## src/rtl/serial_to_parallel_pkg.sv

```systemverilog
// Shared constants and bit-placement helpers for the serial-to-parallel converter.
package serial_to_parallel_pkg;

    localparam int unsigned MIN_WIDTH = 2;
    localparam int unsigned MAX_WIDTH = 32;

    // Counter width for a given word width; never narrower than one bit.
    function automatic int unsigned cnt_width(input int unsigned width);
        return ($clog2(width) < 1) ? 1 : $clog2(width);
    endfunction

    // Word bit index that receives serial bit number idx.
    function automatic int unsigned bit_pos(input int unsigned idx,
                                            input bit          msb_first,
                                            input int unsigned width);
        return msb_first ? (width - 1 - idx) : idx;
    endfunction

endpackage

```

## src/rtl/serial_to_parallel_word_slot.sv

```systemverilog
// word_slot: one-deep output register holding a WIDTH-bit word behind a valid/ready handshake.
module word_slot
    import serial_to_parallel_pkg::*;
#(
    parameter int unsigned WIDTH = 2
) (
    input  logic             i_clk,
    input  logic             i_rst_n,
    input  logic             i_load,
    input  logic [WIDTH-1:0] i_word,
    input  logic             i_ready,
    output logic [WIDTH-1:0] o_word,
    output logic             o_valid,
    output logic             o_free
);

    logic [WIDTH-1:0] r_word;
    logic             r_valid;

    // A load may coincide with the consumer taking the current word.
    always_ff @(posedge i_clk or negedge i_rst_n) begin
        if (!i_rst_n) begin
            r_word  <= '0;
            r_valid <= 1'b0;
        end else if (i_load) begin
            r_word  <= i_word;
            r_valid <= 1'b1;
        end else if (i_ready) begin
            r_valid <= 1'b0;
        end
    end

    assign o_word  = r_word;
    assign o_valid = r_valid;
    assign o_free  = !r_valid || i_ready;

endmodule

```

## src/rtl/serial_to_parallel.sv

```systemverilog
// Serial-to-parallel converter: gathers WIDTH accepted bits into a word handed to word_slot.
module serial_to_parallel
    import serial_to_parallel_pkg::*;
#(
    parameter int unsigned WIDTH     = 2,
    parameter bit          MSB_FIRST = 1'b0
) (
    input  logic             CLK,
    input  logic             ASYNCRESETN,
    input  logic             I,
    input  logic             I_valid,
    output logic             I_ready,
    output logic [WIDTH-1:0] O,
    output logic             O_valid,
    input  logic             O_ready
);

    localparam int unsigned     CW        = cnt_width(WIDTH);
    localparam logic [CW-1:0]   LAST      = CW'(WIDTH - 1);
    localparam int unsigned     LAST_POS  = bit_pos(WIDTH - 1, MSB_FIRST, WIDTH);
    localparam int unsigned     SHIFT_OFF = MSB_FIRST ? 1 : 0;

    logic [CW-1:0]    r_cnt;
    logic [WIDTH-2:0] r_shift;

    logic             w_last;
    logic             w_slot_free;
    logic             w_accept;
    logic             w_load;
    logic [WIDTH-2:0] w_shift_nxt;
    logic [WIDTH-1:0] w_word;

    assign w_last   = (r_cnt == LAST);
    assign I_ready  = !(w_last && !w_slot_free);
    assign w_accept = I_valid && I_ready;
    assign w_load   = w_accept && w_last;

    // Shift slot k backs word bit k+SHIFT_OFF; the final bit never lands in the shift register.
    for (genvar k = 0; k < WIDTH - 1; k++) begin : g_shift
        assign w_shift_nxt[k] =
            (w_accept && !w_last &&
             bit_pos(32'(r_cnt), MSB_FIRST, WIDTH) == k + SHIFT_OFF) ? I : r_shift[k];
    end

    for (genvar j = 0; j < WIDTH; j++) begin : g_word
        if (j == LAST_POS) begin : g_in
            assign w_word[j] = I;
        end else begin : g_sr
            assign w_word[j] = r_shift[j - SHIFT_OFF];
        end
    end

    always_ff @(posedge CLK or negedge ASYNCRESETN) begin
        if (!ASYNCRESETN) begin
            r_cnt   <= '0;
            r_shift <= '0;
        end else begin
            r_shift <= w_shift_nxt;
            if (w_accept) begin
                r_cnt <= w_last ? '0 : r_cnt + CW'(1);
            end
        end
    end

    word_slot #(
        .WIDTH (WIDTH)
    ) u_slot (
        .i_clk   (CLK),
        .i_rst_n (ASYNCRESETN),
        .i_load  (w_load),
        .i_word  (w_word),
        .i_ready (O_ready),
        .o_word  (O),
        .o_valid (O_valid),
        .o_free  (w_slot_free)
    );

endmodule

```

## config.mk

```make
export PLATFORM = sky130hd
export DESIGN_NAME = serial_to_parallel
export DESIGN_NICKNAME = d
export VERILOG_FILES = /design/src/rtl/serial_to_parallel_pkg.sv /design/src/rtl/serial_to_parallel_word_slot.sv /design/src/rtl/serial_to_parallel.sv
export SDC_FILE = /design/constraint.sdc
export NUM_CORES = 1
export LEC_CHECK = 0
export BUFFER_PORTS_ARGS = -buffer_cell sky130_fd_sc_hd__buf_2
export CAP_MARGIN = 30
export CORE_AREA = 8 8 45 47
export CTS_BUF_LIST = sky130_fd_sc_hd__clkbuf_2
export CTS_CLUSTER_DIAMETER = 200
export DETAILED_ROUTE_END_ITERATION = 16
export DIE_AREA = 0 0 53 55
export HOLD_SLACK_MARGIN = 0.03
export PLACE_DENSITY = 0.39
export SYNTH_ARGS = -nofsm -noshare
export SYNTH_HDL_FRONTEND = slang
export SYNTH_HIERARCHICAL = 1
export SYNTH_SLANG_ARGS = --single-unit
```

## constraint.sdc

```tcl
create_clock -name CLK -period 3.7 [get_ports CLK]
set_clock_uncertainty 0.1 [all_clocks]
set_input_delay 0.555 -clock CLK [delete_from_list [all_inputs] [get_ports CLK]]
set_output_delay 0.555 -clock CLK [all_outputs]
set_load 0.02 [all_outputs]
```

After elaboration in Yosys (flattened, before gate mapping)
Cells that the tools add are included.
{ "op_classes": {"n_eq_ne": 0, "mux": 3, "mul": 0, "div": 0, "n_lt_le_gt_ge": 0, "n_addsub": 1, "bitwise": 1, "shift": 0, "n_reduce_logical": 11} }
{ "ops": {"columns": ["op", "count"], "rows": [
  ["logical AND 1 bit", 5],
  ["logical NOT 1 bit", 4],
  ["two-way mux 1 bit", 3],
  ["nonzero test 2 bit", 1],
  ["adder 1 bit (second input constant)", 1],
  ["logical OR 1 bit", 1],
  ["inverter 1 bit", 1]
]} }
{ "totals": {"memories": 0, "latch_bits": 0, "ff_bits": 5, "inputBits": 5, "romBits": 0, "mem_bits_rw": 0, "wordCells": 20} }

Logic depth before layout (Yosys ltp)
{ "depth": {"word_depth": 8, "mapped_depth": 3} }

Cells and area by module
Netlist, hierarchy kept.
{ "by_module_without_submodules": {"columns": ["mod", "area_each_um2", "seq_area_each_um2", "cells_per_inst", "instances"], "rows": [
  ["word_slot", 112.6, 75.1, 7, 1],
  ["serial_to_parallel", 95.1, 50.0, 8, 1]
]} }

Least setup slack after synthesis
Ideal clock, no wire load.
{ "synth_timing": {"path_kind": "input port to output port", "startpoint": "input O_ready", "endpoint": "output I_ready", "t_arrival_ns": 0.945, "path_buffers": 0, "cell_stages": 2, "required_ns": 3.045, "path_slack_ns": 2.100, "cell_sequence": "nand2b_1 -> nand2b_1"} }
{ "synth_via": {"elab_chain_cells": 4} }
{ "synth_rtl": {"columns": ["item", "line", "text"], "rows": [
  ["start: declaration", "serial_to_parallel.sv:15", "input logic O_ready"],
  ["logical OR 1 bit", "serial_to_parallel_word_slot.sv:35", "assign o_free = !r_valid || i_ready;"],
  ["logical NOT 1 bit", "serial_to_parallel.sv:34", "assign I_ready = !(w_last && !w_slot_free);"],
  ["logical AND 1 bit", "serial_to_parallel.sv:34", null],
  ["logical NOT 1 bit", "serial_to_parallel.sv:34", null],
  ["end: declaration", "serial_to_parallel.sv:12", "output logic I_ready,"]
]} }
No other way between the ends.

Final worst setup path
{ "layout_timing": {"startpoint": "input O_ready", "endpoint": "output I_ready"} }
{ "layout_via": {"elab_chain_cells": 4} }
{ "layout_rtl": {"columns": ["item", "line", "text"], "rows": [
  ["logical OR 1 bit", "serial_to_parallel_word_slot.sv:35", null],
  ["named net w_slot_free", "serial_to_parallel.sv:27", "logic w_slot_free;"],
  ["logical NOT 1 bit", "serial_to_parallel.sv:34", null],
  ["logical AND 1 bit", "serial_to_parallel.sv:34", null],
  ["logical NOT 1 bit", "serial_to_parallel.sv:34", null]
]} }
The timed path passes the listed nets, and every way through them passes these cells.

==> impl_metrics.py <==
metrics = {
    "outcome": {
        "status": "complete, no violations",
    },
    "logic_synthesis": {
        "ys_types": 8,
        "synthCells": 15,
        "synth-simple-area-share_pct": 21.7,
        "synthXorXnorAreaFrac_pct": 0,
        "ys_seq_elements": 5,
        "yosysTopAreaCell": "dfrtp_1",
        "synth.mux.area_fraction_pct": 18.1,
        "synth_nets": 20,
        "synth_top_family_by_area": "simple AND/OR/NAND/NOR gates",
        "synth_area_um2": 208,
        "syn-mean-instance-area_um2": 13.8,
        "synth_top_area_share_pct": 60.2,
        "ys_warn_count": 6,
        "synth_compound_area_share_pct": 0,
        "ys_seq_area_share_pct": 60.2,
        "synth.area.top_cells": "dfrtp_1 60%, mux2_2 11%, mux2_4 7.2%",
        "synth_fa_ha_area_share_pct": 0,
    },
    "critical_path": {
        "crit_path_start_kind": "input pin",
        "r2r_slack_ns": 2.42,
        "required_ns": 3.04,
        "r2r_cells": 3,
        "arrival_ns": 1.11,
        "r2r_end": "u_slot/o_word[1]",
        "rr_startpoint": "u_slot/o_valid",
        "critPathCaptureType": "primary output",
        "critical_path_class": "input pin to primary output",
        "crit_fanout": 3,
    },
    "power_and_ir_drop": {
        "power.leakage_nw": 0.144,
        "total_power_mw": 0.197,
        "peakVddDrop_uv": 259,
        "power_density_nw_per_um2": 662,
    },
    "timing": {
        "tns_ns": 0,
        "fin_ws_ns": 1.93,
        "timing.hold.ws_ns": 0.405,
        "max_slew.worst_pin.slew_ns": 0.132,
        "hold_viol_final": 0,
        "drv_slew": 0,
        "period_share_pct": 47.8,
        "finalSetupViolations": 0,
        "post-route-min-period_ns": 1.77,
        "max_freq_mhz": 566,
        "rsz0062_at_grt": "false",
        "maxSlewHeadroom_pct": 91.2,
    },
    "floorplan": {
        "core_area_um2": 1380,
        "rows": 14,
        "io_pins": 9,
        "die_y_um": 55,
        "dieArea_um2": 2920,
        "initial_core_util_pct": 15.0,
        "die_x_um": 53,
    },
    "hold_path": {
        "min_to": "u_slot/o_word[0]",
        "holdPathStages": 1,
        "hold_start": "r_shift",
        "hold_class": "flip-flop to flip-flop",
    },
    "place": {
        "pre_cts_ws_ns": 1.93,
        "portBuffers": 8,
        "gp_congestion": 0.568,
    },
    "detailed_routing": {
        "drc": 0,
        "via_per_inst": 3.57,
        "wl_per_cell_um": 10.6,
        "drt_iter0_markers": 0,
        "drt_wl_total_um": 468,
        "ant_nets": 0,
        "vias": 157,
        "first_pass_iters": 1,
    },
    "clock_network": {
        "cts_sinks": 5,
        "clock-root-buffer": "clkbuf_2",
        "cts_resized": 0,
        "insertion_delay_ns": 0.22,
        "clkTransAtPathRegs_ns": 0.06,
        "cts_tree": "built",
        "htreeDepth": 1,
        "numCtsBuffers": 3,
        "clock_path_buffers": 2,
    },
    "grt": {
        "grt_overflow_total": 0,
        "grt_max_degree": 6,
        "antenna_found_initial": 0,
        "track_usage_pct": 4.33,
        "grt_pass1_vias": 185,
        "grt_pass1_wl_um": 800,
    },
    "layout": {
        "final_core_util_pct": 21.5,
        "final_nets": 34,
        "diodes": 0,
        "layout_commonest_cell": "buf_2",
        "area_growth_pct": 43.4,
        "drive_above_1_share_pct": 64.3,
        "layout_common_cells": "8 x buf_2, 5 x dfrtp_1, 4 x clkbuf_2",
        "fill_cells": 147,
    },
    "flow_run": {
        "drv_cap": 0,
    },
}
[final cells by class]
type / instances / area (um^2) / share of cell area [%]
Tap cell: 16 / 20.0 / 6.72
Multi-Input combinational cell: 10 / 82.6 / 27.7
Clock buffer: 4 / 20.0 / 6.72
Timing Repair Buffer: 9 / 50.0 / 16.8
Sequential cell: 5 / 125 / 42.0
[where the power goes]
group	internal [mW]	switching [mW]
Sequential	0.0728	0.0105
Clock	0.0286	0.0226
Combinational	0.0298	0.0327
Total	0.131	0.0659
[cell usage after synthesis]
master and n:
dfrtp_1 5, mux2_2 2, and3_2 1, nor2_1 2, mux2_4 1, nor2b_2 1
nand2b_2 1, nand2b_1 2
[stage by stage]
stage | cells | instance area, um^2
floorplan | 15 | 208
global placement | 39 | 268
detailed placement | 39 | 268
CTS | 44 | 298
global route | 44 | 298
finish | 44 | 298
[cells by family (layout without fill, tap and decap cells)]
family        after synthesis  after routing
mux                         3              3
buf+inv                     0             13
simple gates                7              7
flops                       5              5
[per-layer routing]
layer	up-vias	GRT usage [%]	share of wire [%]
li1	75	-	-
met1	69	4.15	44
met2	11	3.91	31
met3	2	6.15	22
met4	0	3.88	2.4
met5	-	0	0
[registers in the layout (all words and copies together), names as in the netlist]
| signal | flops |
|---|---|
| u_slot/o_word | 2 |
| r_cnt | 1 |
| r_shift | 1 |
| u_slot/o_valid | 1 |
[critical path, cell delays in order]
cell and delay (ns):
buf_2 0.09, nand2b_1 0.16, nand2b_1 0.15, buf_2 0.15
[what timing repair did]
| action | CTS | global route |
|---|---|---|
| buffers inserted | 0 | 0 |
| hold buffers | 1 | 0 |
| hold endpoints to repair | 3 | 0 |
[how the worst max path moves through the flow]
stage | slack, ns | start | end
3_5_place_dp | 1.93 | O_ready | I_ready
6_report | 1.93 | O_ready | I_ready
5_1_grt | 1.91 | O_ready | I_ready
4_1_cts | 1.93 | O_ready | I_ready
3_3_place_gp | 1.94 | O_ready | I_ready
2_1_floorplan | 2.10 | O_ready | I_ready
Power figures use the tool's default switching activity.
